`src/rtl/alu_pkg.sv`:
```
// Shared types and constants for the 4-bit logic unit front end.
//   ld_state_t : operand loader FSM encoding (2'b11 unused, recovers to WAIT_A)
//   OPND_W     : default operand width
package alu_pkg;

  localparam int OPND_W = 4;

  typedef enum logic [1:0] {
    WAIT_A = 2'b00,
    WAIT_B = 2'b01,
    READY  = 2'b10
  } ld_state_t;

endpackage

```
`src/rtl/operand_loader_btn_pulse.sv`:
```
// btn_pulse: turns the asynchronous load button into a single-cycle load_pulse.
// Ports:
//   clk        in  system clock
//   rst        in  synchronous active-high reset
//   btn        in  asynchronous push button, active-high
//   load_pulse out one-cycle pulse per accepted press
// Build option: DEBOUNCE_EN adds a stable-high qualification of DEB_CYCLES cycles.
module btn_pulse #(
  parameter int DEB_CYCLES = 4
) (
  input  logic clk,
  input  logic rst,
  input  logic btn,
  output logic load_pulse
);

  logic sync1_q, sync2_q;

  always_ff @(posedge clk) begin
    if (rst) begin
      sync1_q <= 1'b0;
      sync2_q <= 1'b0;
    end else begin
      sync1_q <= btn;
      sync2_q <= sync1_q;
    end
  end

`ifdef DEBOUNCE_EN
  localparam int DW = $clog2(DEB_CYCLES + 1);
  localparam logic [DW-1:0] DEB_LOAD = DW'(DEB_CYCLES);

  logic [DW-1:0] cnt_q, cnt_d;
  logic          pulse_q, pulse_d;

  // Down-counter reloads while the button is low and parks at zero once the
  // press is qualified, so a long hold fires exactly once.
  always_comb begin
    cnt_d   = cnt_q;
    pulse_d = 1'b0;
    if (!sync2_q) begin
      cnt_d = DEB_LOAD;
    end else if (cnt_q != '0) begin
      cnt_d   = cnt_q - 1'b1;
      pulse_d = (cnt_q == DW'(1));
    end
  end

  always_ff @(posedge clk) begin
    if (rst) begin
      cnt_q   <= DEB_LOAD;
      pulse_q <= 1'b0;
    end else begin
      cnt_q   <= cnt_d;
      pulse_q <= pulse_d;
    end
  end

  assign load_pulse = pulse_q;
`else
  logic sync3_q;

  always_ff @(posedge clk) begin
    if (rst) sync3_q <= 1'b0;
    else     sync3_q <= sync2_q;
  end

  assign load_pulse = sync2_q & ~sync3_q;
`endif

endmodule

```
`src/rtl/operand_loader.sv`:
```
// operand_loader: captures operand A then operand B from a shared switch bus
// on successive button presses and offers the pair with a valid/ready handshake.
// Ports:
//   clk, rst           system clock, synchronous active-high reset
//   sw                 operand value from switches
//   btn_load           asynchronous load button
//   clr                synchronous soft clear (keeps pair_count)
//   op_ready           consumer accepts the pair
//   A_num, B_num       registered operands
//   op_valid           pair complete and stable
//   state_o            FSM state (alu_pkg::ld_state_t encoding)
//   pair_count         handshakes completed, wraps modulo 2**CNT_W
// Build option: DEBOUNCE_EN (handled inside btn_pulse).
//
// state  | meaning
// WAIT_A | waiting for the press that loads operand A
// WAIT_B | A held, waiting for the press that loads operand B
// READY  | pair presented, op_valid high until op_ready
module operand_loader
  import alu_pkg::*;
#(
  parameter int WIDTH      = OPND_W,
  parameter int CNT_W      = 4,
  parameter int DEB_CYCLES = 4
) (
  input  logic             clk,
  input  logic             rst,
  input  logic [WIDTH-1:0] sw,
  input  logic             btn_load,
  input  logic             clr,
  input  logic             op_ready,
  output logic [WIDTH-1:0] A_num,
  output logic [WIDTH-1:0] B_num,
  output logic             op_valid,
  output logic [1:0]       state_o,
  output logic [CNT_W-1:0] pair_count
);

  logic load_pulse;

  btn_pulse #(
    .DEB_CYCLES (DEB_CYCLES)
  ) u_btn_pulse (
    .clk        (clk),
    .rst        (rst),
    .btn        (btn_load),
    .load_pulse (load_pulse)
  );

  ld_state_t        state_q, state_d;
  logic [WIDTH-1:0] a_q, a_d;
  logic [WIDTH-1:0] b_q, b_d;
  logic [CNT_W-1:0] cnt_q, cnt_d;
  logic             valid_q, valid_d;

  always_comb begin
    state_d = state_q;
    a_d     = a_q;
    b_d     = b_q;
    cnt_d   = cnt_q;
    if (clr) begin
      state_d = WAIT_A;
      a_d     = '0;
      b_d     = '0;
    end else begin
      case (state_q)
        WAIT_A: if (load_pulse) begin
          state_d = WAIT_B;
          a_d     = sw;
        end
        WAIT_B: if (load_pulse) begin
          state_d = READY;
          b_d     = sw;
        end
        // Loads arriving here are dropped, not queued.
        READY: if (op_ready) begin
          state_d = WAIT_A;
          cnt_d   = cnt_q + 1'b1;
        end
        default: state_d = WAIT_A;
      endcase
    end
    valid_d = (state_d == READY);
  end

  always_ff @(posedge clk) begin
    if (rst) begin
      state_q <= WAIT_A;
      a_q     <= '0;
      b_q     <= '0;
      cnt_q   <= '0;
      valid_q <= 1'b0;
    end else begin
      state_q <= state_d;
      a_q     <= a_d;
      b_q     <= b_d;
      cnt_q   <= cnt_d;
      valid_q <= valid_d;
    end
  end

  assign A_num      = a_q;
  assign B_num      = b_q;
  assign op_valid   = valid_q;
  assign state_o    = state_q;
  assign pair_count = cnt_q;

endmodule

```
`config.mk`:
```
export PLATFORM = sky130hd
export DESIGN_NAME = operand_loader
export DESIGN_NICKNAME = d
export VERILOG_FILES = /design/src/rtl/alu_pkg.sv /design/src/rtl/operand_loader_btn_pulse.sv /design/src/rtl/operand_loader.sv
export SDC_FILE = /design/constraint.sdc
export NUM_CORES = 1
export LEC_CHECK = 0
export ABC_AREA = 1
export BUFFER_PORTS_ARGS = -buffer_cell sky130_fd_sc_hd__buf_4
export CAP_MARGIN = 20
export CORE_UTILIZATION = 47
export CTS_CLUSTER_DIAMETER = 200
export DETAILED_ROUTE_END_ITERATION = 8
export HOLD_SLACK_MARGIN = 0.02
export PLACE_DENSITY_LB_ADDON = 0.25
export SKIP_CTS_REPAIR_TIMING = 1
export SLEW_MARGIN = 20
export SYNTH_ARGS = -nofsm -noshare
export SYNTH_HDL_FRONTEND = slang
export SYNTH_SLANG_ARGS = --single-unit
```
`constraint.sdc`:
```
create_clock -name clk -period 1.24 [get_ports clk]
set_input_delay 0.248 -clock clk [delete_from_list [all_inputs] [get_ports clk]]
set_output_delay 0.248 -clock clk [all_outputs]
set_load 0.05 [all_outputs]
```
======== Yosys cells after proc, flatten, opt, wreduce, memory -nomap -nowiden ========
Cells that the tools add are included.
W data, S select, Z words.
word-level totals
  word-level logic and storage cells ...... 25
  output and inout port bits .............. 15
  register bits after elaboration ......... 18
  bits of input ports ..................... 9
cells by class
  multiplexer cells ....................... 5
  $add $sub $neg .......................... 1
  reductions and logical operators ........ 5
  eq/ne operators ......................... 3
  bitwise logic cells ..................... 3
operator list
  operator               count
  $mux W2                4
  $pmux W2 S3            1
  $add A4 B1 Y4 const B  1
  $eq A2 B2 Y1 const B   2
  $reduce_and A2 Y1      2
  $reduce_and A3 Y1      1
  $eq A2 B1 Y1 const B   1
  $logic_not A2 Y1       1
  $not A1 Y1             2
  $reduce_or A2 Y1       1
  $and A1 B1 Y1          1

======== Depth between registers and ports, before layout ========
Gate-level depths: netlist (run 1).
  depth after elaboration ................. 6
  mapped depth ............................ 6
  depth with buffers taken out ............ 6

======== Cells and area by module ========
Synthesis (run 1) repeated with hierarchy kept, for this count alone.
unflattened totals
  cell total of the unflattened synthesis .. 90
  area, all modules ....................... 693.2 um^2
by module, submodules not included
  module          instances  seq. area each (um^2)  area an instance (um^2)  cells each
  operand_loader  1          300.3                  606.8                    80
  btn_pulse       1          60.1                   86.3                     10

======== Least setup slack after synthesis (run 1) ========
No wires, ideal clock.
  kind .................................... register to register
  start point ............................. register state_q[0] (netlist: state_o[0])
  end point ............................... register b_q[0] (netlist: B_num[0])
  period minus slack after synthesis ...... 1315 ps
  required time ........................... 1124 ps
  path slack .............................. -75 ps
  library setup time ...................... 116 ps
  arrival ................................. 1199 ps
  stages on the path, launching flop included .. 6
  path buffers ............................ 0
  path through ............................ dfxtp_1 inv_1 nor2_2 nand2_2 o21ai_0 nor2_1
between the ends
  word-level cells in the longest chain between the ends .. 2
RTL lines
  what                         RTL line              source
  from (decl)                  operand_loader.sv:50  ld_state_t state_q, state_d;
  from (signal assigned)       operand_loader.sv:94  state_q <= state_d;
  $eq A2 B1 Y1                 operand_loader.sv:66  case (state_q)
  $reduce_and A2 Y1 (no line)  --
  to (signal assigned)         operand_loader.sv:90  b_q <= '0;
  to (signal assigned)         operand_loader.sv:96  b_q <= b_d;
  to (decl)                    operand_loader.sv:52  logic [WIDTH-1:0] b_q, b_d;
Every way passes these cells.
A chain may end at the register's enable or synchronous reset.

======== Worst setup path in the final report (run 1) ========
  start point ............................. register cnt_q[2] (netlist: pair_count[2])
  end point ............................... output port pair_count[2]
RTL lines
  what                    RTL line              source
  from (decl)             operand_loader.sv:53  logic [CNT_W-1:0] cnt_q, cnt_d;
  from (signal assigned)  operand_loader.sv:97  cnt_q <= cnt_d;
  to (decl)               operand_loader.sv:36  output logic [CNT_W-1:0] pair_count
No word-level cell between the ends.

==> results of run 1 <==
[layer usage]
layer,routed length [µm],vias up,part of all wire
li1,-,341,-
met1,596,274,0.43
met2,689,14,0.50
met3,56,5,0.041
met4,40,0,0.029
met5,0,-,0
[cells by family (layout without fill, tap and decap cells)]
group | count (synthesis) | in the layout
buffers and inverters | 12 | 39
DFF | 18 | 18
adders and majority gates | 1 | 1
AOI/OAI and AO/OA | 15 | 15
xor gates and xnor gates | 1 | 1
and+or+nand+nor | 46 | 46
[worst register-to-register path, delay by kind of cell, from the launching register on]
family | cells | cell delay [ns]
simple gates | 3 | 0.20
compound gates | 1 | 0.16
flops | 1 | 0.35
buf+inv | 2 | 0.18
[flip-flops by register name (all words and copies together) (netlist names)]
register / cells
A_num: 4
B_num: 4
pair_count: 4
state_o: 2
op_valid: 1
u_btn_pulse.sync1_q: 1
u_btn_pulse.sync2_q: 1
u_btn_pulse.sync3_q: 1
[how the worst min path moves through the flow]
stage | cells past startpoint | endpoint | startpoint
final | 2 | pair_count[2]$_SDFFE_PP0P_ | rst
after global routing | 2 | pair_count[2]$_SDFFE_PP0P_ | rst
after CTS | 2 | pair_count[2]$_SDFFE_PP0P_ | rst
after detailed placement | 2 | u_btn_pulse.sync2_q$_SDFF_PP0_ | u_btn_pulse.sync1_q$_SDFF_PP0_
after global placement | 2 | u_btn_pulse.sync2_q$_SDFF_PP0_ | u_btn_pulse.sync1_q$_SDFF_PP0_
after floorplan | 1 | pair_count[2]$_SDFFE_PP0P_ | rst
[power groups by stage]
| stage | clock network, mW | logic (mW) | registers [mW] |
|---|---|---|---|
| 5_1_grt | 0.382 | 0.0944 | 0.591 |
| 3_3_place_gp | 0 | 0.0834 | 0.603 |
| 6_report | 0.355 | 0.0849 | 0.590 |
| 2_1_floorplan | 0 | 0.0340 | 0.616 |
| 4_1_cts | 0.366 | 0.0850 | 0.590 |
| 3_5_place_dp | 0 | 0.0846 | 0.603 |
[metrics by stage]
step | instances | utilization | power [mW]
2_1_floorplan | 93 | - | 0.6498
3_3_place_gp | 131 | 0.6712 | 0.6865
3_5_place_dp | 131 | 0.6712 | 0.6878
4_1_cts | 135 | 0.6978 | 1.041
5_1_grt | 135 | 0.6978 | 1.067
6_report | 135 | 0.6978 | 1.030
[cell usage after synthesis, types with 2 or more instances]
cell type,n
nand2_2,4
a21boi_0,2
inv_1,9
nand2_1,9
o21ai_0,10
nor2_1,27
nor2_2,2
nor2_4,2
dfxtp_1,18
clkinv_2,2
[cell type report]
class | instances | area [µm²] | area share
repair buffers | 23 | 172.7 | 0.1811
well taps | 15 | 18.77 | 0.01969
multi-input cells | 63 | 312.8 | 0.3281
flip-flops and latches | 18 | 365.4 | 0.3832
clock buffers | 4 | 36.28 | 0.03806
inverters | 12 | 47.55 | 0.04987
==> summary.md, run 1 <==
| Metric | Value |
|---|---|
| Met2 GRT Util | `0.3594` |
| Slowest Stage Delay on Critical Path | `0.40 ns` |
| TritonCTS Buffers | `3` |
| Minimum clock period | `1.161 ns` |
| Worst path depth | `1` |
| Slew @ Worst Pin | `0.2887 ns` |
| IO Count | `24` |
| Design Area, Final | `953.4 µm²` |
| CTS tree | `built` |
| Register area share after synthesis | `0.5000` |
| FF-to-FF Start | `state_o[0]$_SDFF_PP0_` |
| Die width | `41.16 µm` |
| Clock root buffer | `clkbuf_4` |
| Pre-CTS WS | `0.2620 ns` |
| Most frequent cells in the layout | `27 x nor2_1, 23 x buf_4, 14 x dfxtp_1, 10 x o21ai_0` |
| # fillers | `125` |
| Sequential power share | `0.573` |
| Net Sw Power | `0.2308 mW` |
| Max-cap violations | `0` |
| Iter 0 DRT Violations | `23` |
| Grt ovf | `0` |
| Avg WL per Cell | `10.24 µm` |
| Clock Latency Late Sink | `0.29 ns` |
| Pwr dens | `1080 nW/µm²` |
| Status | `complete, no violations` |
| WP data arrival | `0.91 ns` |
| WHS | `0.1570 ns` |
| Critical path class | `reg -> out` |
| Fraction of layout cells with a size suffix above 1 | `0.3583` |
| Layer with the highest usage | `met2` |
| Synth Area in Adders | `0.01736` |
| First-pass GRT wire length | `2.221 mm` |
| Synthesized instance count | `93` |
| Largest family of logic cells by synthesized area | `simple AND/OR/NAND/NOR gates` |
| CP cell instances | `buf_4` |
| Antenna-violating nets left | `0` |
| Core Region | `1366 µm²` |
| Clk slew on worst S/H paths | `0.10 ns` |
| Simple-Gate Fraction of Synth Area | `0.2847` |
| H-tree Lvls | `1` |
| RD Place Congestion | `0.7114` |
| Bufs and invs on worst path | `1` |
| Slew Viols, Final | `0` |
| Largest cells by area after synthesis | `dfxtp_1 50%, nor2_1 14%, o21ai_0 6.9%, inv_1 4.7%, nand2_1 4.7%` |
| Yosys warns | `0` |
| Antenna violations before repair | `0` |
| Critical Path End | `pair_count[2]` |
| Row count | `13` |
| RSZ-0062 raised after global routing | `false` |
| Crit path max-delay family | `flip-flops` |
| Cell taking the most area after synthesis | `dfxtp_1` |
| Reg2reg setup slack | `0.24 ns` |
| Final setup vio count | `0` |
| Vias | `634` |
| Slew headroom | `0.8073` |
| Synth Area in Compound Gates | `0.1198` |
| Syn avg cell area | `7.749 µm²` |
| Total GRT Usage | `0.2096` |
| Worst Path Max Fanout | `4` |
| Worst r2r path cells | `6` |
| Crit end category | `output port` |
| Worst flop-to-flop path endpoint | `pair_count[0]$_SDFFE_PP0P_` |
| Die Y | `41.16 µm` |
| Cell area after synthesis | `720.7 µm²` |
| DPL Wire Length | `1.104 mm` |
| Critical-path top delay cell | `dfxtp_1` |
| Area share of the leading cell type in the synthesized netlist | `0.5000` |
| CP startpoint kind | `flop` |
| GR Util met3 | `0.04891` |
| Setup crit start | `pair_count[2]$_SDFFE_PP0P_` |
| Placed inst area | `917.1 µm²` |
| Post-synth top flop | `dfxtp_1` |
| VDD IR max | `0.0006548 V` |
| EDFF count, synth | `0` |
| Initial core utilization | `0.5275` |
| Setup WS post-layout | `0.07933 ns` |
| Hold WC Path Type | `in -> reg` |
| Final Routed Wirelength | `1.382 mm` |
| Yosys cell types | `18` |
| Layout area overhead | `32.29%` |
| Grt met1 use | `0.2237` |
| Critical Path RT | `0.99 ns` |
| FMAX | `0.8616 GHz` |
| Drt pass-1 iters | `4` |
| Clock power frac | `0.345` |
| Sink Count | `18` |
| Drt via density | `4.696` |
| Ant. Diodes | `0` |
| Yosys reg bits | `18` |
| Switch share | `0.2241` |
| Maximum root-to-sink buffer count | `2` |
| Most common cell after layout, fill and taps aside | `nor2_1` |
| Die ar. | `1694 µm²` |
| Remaining DRCs | `0` |
| Setup TNS | `0 ns` |
| Largest net degree at the start of global routing | `11` |
| Hold Fails Final Rpt | `0` |
| Lkg Pwr | `0.4333 nW` |
| Comb power frac | `0.082` |
| Fin crit share | `0.9360` |
| Async S/R FF share, synth | `0` |
| Syn_nets | `103` |
| Worst clock skew | `0.005225 ns` |
| XOR/XNOR Fraction of Synth Area | `0.01215` |
| Port Buffers | `23` |
| Multiplexer share of the synthesized area | `0` |
| Vias in the first global route | `548` |
| Fin nets | `131` |
| Cell-internal power | `0.7993 mW` |
Power figures use the tool's default switching activity.
==> inputs of run 2 (changes only) <==
--- a/config.mk
+++ b/config.mk
@@ -8,8 +8,7 @@
 export ABC_AREA = 1
 export BUFFER_PORTS_ARGS = -buffer_cell sky130_fd_sc_hd__buf_4
 export CAP_MARGIN = 20
-export CORE_UTILIZATION = 47
-export CTS_CLUSTER_DIAMETER = 200
+export CORE_UTILIZATION = 40
 export DETAILED_ROUTE_END_ITERATION = 8
 export HOLD_SLACK_MARGIN = 0.02
 export PLACE_DENSITY_LB_ADDON = 0.25
==> run 2 against run 1 <==
Net effect:
- count of clock-buffer cells in the layout decreased by 1
- die area up 17%
- cell area shrank 0.26%
- highest routed layer unchanged
- routed wire length fell by 1.1%
- sequential power is essentially flat
- clock skew is 0.00053 ns higher
==> summary.md, run 2 (synthesis results as in run 1) <==
| Metric | Value |
|---|---|
| Crit end category | `output port` |
| Slew Viols, Final | `0 (unchanged)` |
| CP cell instances | `buf_4` |
| Port Buffers | `23 (unchanged)` |
| Ant. Diodes | `0 (unchanged)` |
| Status | `complete, no violations` |
| Row count | `14 (+1)` |
| Core Region | `1594 µm² (+17%)` |
| Most frequent cells in the layout | `27 x nor2_1, 23 x buf_4, 14 x dfxtp_1, 10 x o21ai_0` |
| Slowest Stage Delay on Critical Path | `0.40 ns (about the same)` |
| Pwr dens | `1012 nW/µm² (-6.3%)` |
| Vias in the first global route | `520 (-5.1%)` |
| Bufs and invs on worst path | `1 (unchanged)` |
| Minimum clock period | `1.157 ns (-0.003811 ns)` |
| RSZ-0062 raised after global routing | `false` |
| Iter 0 DRT Violations | `5 (-78%)` |
| Fin nets | `131 (unchanged)` |
| Setup TNS | `0 ns (unchanged)` |
| Clock root buffer | `clkbuf_4` |
| Area of the multi-input gates | `312.8 µm² (unchanged)` |
| RD Place Congestion | `0.7085 (-0.41%)` |
| Drt via density | `4.399 (-6.3%)` |
| Final setup vio count | `0 (unchanged)` |
| Vias | `629 (-0.79%)` |
| WHS | `0.1608 ns (+0.003823 ns)` |
| TritonCTS Buffers | `3 (unchanged)` |
| Maximum root-to-sink buffer count | `2 (unchanged)` |
| Final Routed Wirelength | `1.367 mm (-1.1%)` |
| Fin crit share | `0.9330 (-0.003073)` |
| Crit path max-delay family | `flip-flops` |
| IO Count | `24 (unchanged)` |
| Lkg Pwr | `0.4261 nW (-1.7%)` |
| Placed inst area | `928.4 µm² (+1.2%)` |
| WP data arrival | `0.91 ns (about the same)` |
| Hold WC Path Type | `in -> reg` |
| Critical path class | `reg -> out` |
| Critical Path RT | `0.99 ns (about the same)` |
| Sink Count | `18 (unchanged)` |
| Hold Fails Final Rpt | `0 (unchanged)` |
| Avg WL per Cell | `9.559 µm (-6.6%)` |
| First-pass GRT wire length | `2.201 mm (-0.90%)` |
| Die Y | `44.45 µm (+8.0%)` |
| # fillers | `152 (+22%)` |
| Total GRT Usage | `0.1572 (-0.05241)` |
| Clk slew on worst S/H paths | `0.09 ns (about the same)` |
| Drt pass-1 iters | `4 (unchanged)` |
| H-tree Lvls | `1 (unchanged)` |
| CP startpoint kind | `flop` |
| Critical-path top delay cell | `dfxtp_1` |
| CTS tree | `built` |
| DPL Wire Length | `1.064 mm (-3.6%)` |
| Layout area overhead | `31.94%` |
| Max-cap violations | `0 (unchanged)` |
| Design Area, Final | `950.9 µm² (-0.26%)` |
| Seq. cell area | `365.4 µm² (unchanged)` |
| Remaining DRCs | `0 (unchanged)` |
| Worst clock skew | `0.005758 ns (+0.0005332 ns)` |
| Initial core utilization | `0.4521 (-0.07535)` |
| VDD IR max | `0.0005961 V (-9.0%)` |
| Antenna violations before repair | `0 (unchanged)` |
| Die width | `44.45 µm (+8.0%)` |
| Largest net degree at the start of global routing | `11 (unchanged)` |
| Grt ovf | `0 (unchanged)` |
| Most common cell after layout, fill and taps aside | `nor2_1` |
| Clock Latency Late Sink | `0.29 ns (about the same)` |
| Worst Path Max Fanout | `4 (unchanged)` |
| Fraction of layout cells with a size suffix above 1 | `0.3529 (-0.005392)` |
| Slew @ Worst Pin | `0.2860 ns (-0.002698 ns)` |
| Die ar. | `1975 µm² (+17%)` |
| FMAX | `0.8644 GHz (+0.33%)` |
| Antenna-violating nets left | `0 (unchanged)` |
| Slew headroom | `0.8091 (+0.001800)` |
run 2: cell types whose count changed in the layout (fill, tap and decap cells not counted):
cell and change:
clkbuf_8 -1
run 2: power breakdown:
group	total, mW	switching [mW]	internal, mW
sequential	0.589	0.00399	0.585
combinational	0.0854	0.0504	0.0350
clock	0.288	0.175	0.113
run 2: area by class of cell:
cell class	instances	share of cell area
tap	24	0.03158
clock buffer	3	0.02368
timing repair buffer	23	0.1816
multi-input combinational	63	0.3289
inverter	12	0.05000
sequential	18	0.3842
run 2: per-stage QoR:
stage	utilization	setup slack, ns	std cells	power, mW
floorplan	-	0.06363	93	0.6498
global placement	0.5824	0.2709	140	0.6870
detailed placement	0.5824	0.2535	140	0.6887
CTS	0.5965	0.08032	143	0.9643
global route	0.5965	0.04239	143	1.008
finish	0.5965	0.08314	143	0.9627
run 2: final timing paths:
kind | endpoint | startpoint | slack (ns) | depth (start not counted)
hold reg to reg | u_btn_pulse.sync2_q$_SDFF_PP0_ | u_btn_pulse.sync1_q$_SDFF_PP0_ | 0.41 | 2
setup reg to reg | B_num[0]$_SDFFE_PP0P_ | u_btn_pulse.sync2_q$_SDFF_PP0_ | 0.26 | 5
hold / removal | pair_count[2]$_SDFFE_PP0P_ | rst | 0.16 | 2
setup / recovery | pair_count[2] | pair_count[2]$_SDFFE_PP0P_ | 0.08 | 1
run 2: layer usage:
layer / track usage / vias up / share of wire
met5: 0 / - / 0
met4: 0.1091 / 0 / 0.017
met3: 0.04898 / 3 / 0.031
met2: 0.2471 / 14 / 0.49
met1: 0.1809 / 272 / 0.46
li1: - / 340 / -
==> inputs of run 3 (changes only) <==
--- a/config.mk
+++ b/config.mk
@@ -8,7 +8,7 @@
 export ABC_AREA = 1
 export BUFFER_PORTS_ARGS = -buffer_cell sky130_fd_sc_hd__buf_4
 export CAP_MARGIN = 20
-export CORE_UTILIZATION = 40
+export CORE_UTILIZATION = 32
 export DETAILED_ROUTE_END_ITERATION = 8
 export HOLD_SLACK_MARGIN = 0.02
 export PLACE_DENSITY_LB_ADDON = 0.25
==> run 3 against run 2 <==
Net effect:
- global-route usage decreased by 2.7 points
- critical path depth unchanged
- count of clock-buffer cells in the layout unchanged
- sequential cell count unchanged
- critical path type unchanged
- largest cell class unchanged
==> summary.md, run 3 (synthesis results as in run 1) <==
| Metric | Value |
|---|---|
| Minimum clock period | `1.152 ns (-0.004761 ns)` |
| Lkg Pwr | `0.4261 nW (unchanged)` |
| Row count | `16 (+2)` |
| Crit end category | `output port` |
| Drt pass-1 iters | `4 (unchanged)` |
| Total GRT Usage | `0.1298 (-0.02744)` |
| Drt via density | `4.356 (-0.96%)` |
| Fin crit share | `0.9291 (-0.003840)` |
| Critical path class | `reg -> out` |
| Layout area overhead | `32.47%` |
| Clk slew on worst S/H paths | `0.10 ns (about the same)` |
| Slew @ Worst Pin | `0.2900 ns (+0.003974 ns)` |
| Slew headroom | `0.8065 (-0.002652)` |
| Final Routed Wirelength | `1.366 mm (about the same)` |
| DPL Wire Length | `1.087 mm (+2.1%)` |
| Remaining DRCs | `0 (unchanged)` |
| Slowest Stage Delay on Critical Path | `0.40 ns (about the same)` |
| Grt ovf | `0 (unchanged)` |
| Vias | `636 (+1.1%)` |
| VDD IR max | `0.0007895 V (+32%)` |
| RSZ-0062 raised after global routing | `false` |
| Port Buffers | `23 (unchanged)` |
| Worst Path Max Fanout | `4 (unchanged)` |
| H-tree Lvls | `1 (unchanged)` |
| Bufs and invs on worst path | `1 (unchanged)` |
| Slew Viols, Final | `0 (unchanged)` |
| Final Util | `0.4675 (-0.1290)` |
| CP cell instances | `buf_4` |
| Initial core utilization | `0.3529 (-0.09918)` |
| IO Count | `24 (unchanged)` |
| First-pass GRT wire length | `2.421 mm (+10%)` |
| Seq. cell area | `365.4 µm² (unchanged)` |
| Critical Path RT | `0.99 ns (about the same)` |
| CTS tree | `built` |
| Largest net degree at the start of global routing | `11 (unchanged)` |
| Maximum root-to-sink buffer count | `2 (unchanged)` |
| Clock Latency Late Sink | `0.28 ns (about the same)` |
| Hold Fails Final Rpt | `0 (unchanged)` |
| Hold WC Path Type | `in -> reg` |
| Antenna violations before repair | `0 (unchanged)` |
| RD Place Congestion | `0.7859 (+11%)` |
| Status | `complete, no violations` |
| Pwr dens | `999.3 nW/µm² (-1.3%)` |
| Die width | `49.46 µm (+11%)` |
| Fin nets | `131 (unchanged)` |
| Vias in the first global route | `592 (+14%)` |
| Core Region | `2042 µm² (+28%)` |
| Most common cell after layout, fill and taps aside | `nor2_1` |
| Ant. Diodes | `0 (unchanged)` |
| WP data arrival | `0.90 ns (about the same)` |
| Critical-path top delay cell | `dfxtp_1` |
| Most frequent cells in the layout | `27 x nor2_1, 23 x buf_4, 14 x dfxtp_1, 10 x o21ai_0` |
| Sink Count | `18 (unchanged)` |
| # fillers | `223 (+47%)` |
| TritonCTS Buffers | `3 (unchanged)` |
| Crit path max-delay family | `flip-flops` |
| Iter 0 DRT Violations | `10 (+5)` |
| Avg WL per Cell | `9.356 µm (-2.1%)` |
| Clock root buffer | `clkbuf_4` |
| FMAX | `0.8680 GHz (+0.41%)` |
| CP startpoint kind | `flop` |
| Area of the multi-input gates | `312.8 µm² (unchanged)` |
| Max-cap violations | `0 (unchanged)` |
| Die Y | `49.46 µm (+11%)` |
| Antenna-violating nets left | `0 (unchanged)` |
| Worst clock skew | `0.002646 ns (-0.003113 ns)` |
| Die ar. | `2446 µm² (+24%)` |
| Fraction of layout cells with a size suffix above 1 | `0.3529 (unchanged)` |
| Final setup vio count | `0 (unchanged)` |
| Setup TNS | `0 ns (unchanged)` |
[run 3: cell counts in the layout (fill, tap and decap cells not counted)]
No cell type changed its count.
[run 3: per-stage QoR]
stage	instances	instance area (µm²)	setup WS, ns	hold slack (ns)	power (mW)
6_report	146	954.7	0.08790	0.1533	0.9540
5_1_grt	146	954.7	0.03084	0.1512	1.015
4_1_cts	146	954.7	0.07081	0.1447	0.9720
3_5_place_dp	143	932.1	0.2599	0.4135	0.6893
3_3_place_gp	143	932.1	0.2679	0.3935	0.6876
2_1_floorplan	93	725.7	0.06363	0.3104	0.6498
[run 3: routing by layer]
layer,part of all wire,vias up,wire [µm],track usage
li1,-,341,-,-
met1,0.46,276,631,0.1423
met2,0.47,17,639,0.2283
met3,0.059,2,80,0.04938
met4,0.010,0,14,0.04286
met5,0,-,0,0
[run 3: path summary, 6_finish.rpt]
kind,start,to,slack (ns),depth (start not counted)
worst max-delay path,pair_count[2]$_SDFFE_PP0P_,pair_count[2],0.09,1
worst min-delay path,btn_load,u_btn_pulse.sync1_q$_SDFF_PP0_,0.15,3
worst max register to register,state_o[0]$_SDFF_PP0_,pair_count[3]$_SDFFE_PP0P_,0.25,6
worst min register to register,u_btn_pulse.sync1_q$_SDFF_PP0_,u_btn_pulse.sync2_q$_SDFF_PP0_,0.43,2
[run 3: power by group]
part           switching, mW  leakage (nW)  internal [mW]  total, mW
Sequential           0.00424         0.148          0.585      0.590
Combinational         0.0500         0.265         0.0349     0.0849
Clock                  0.167        0.0138          0.113      0.279
[run 3: layout make-up]
cell class	count	area share
Clock buffer	3	0.02359
Inverter	12	0.04980
Timing Repair Buffer	23	0.1809
Tap cell	27	0.03539
Multi-Input combinational cell	63	0.3277
Sequential cell	18	0.3827
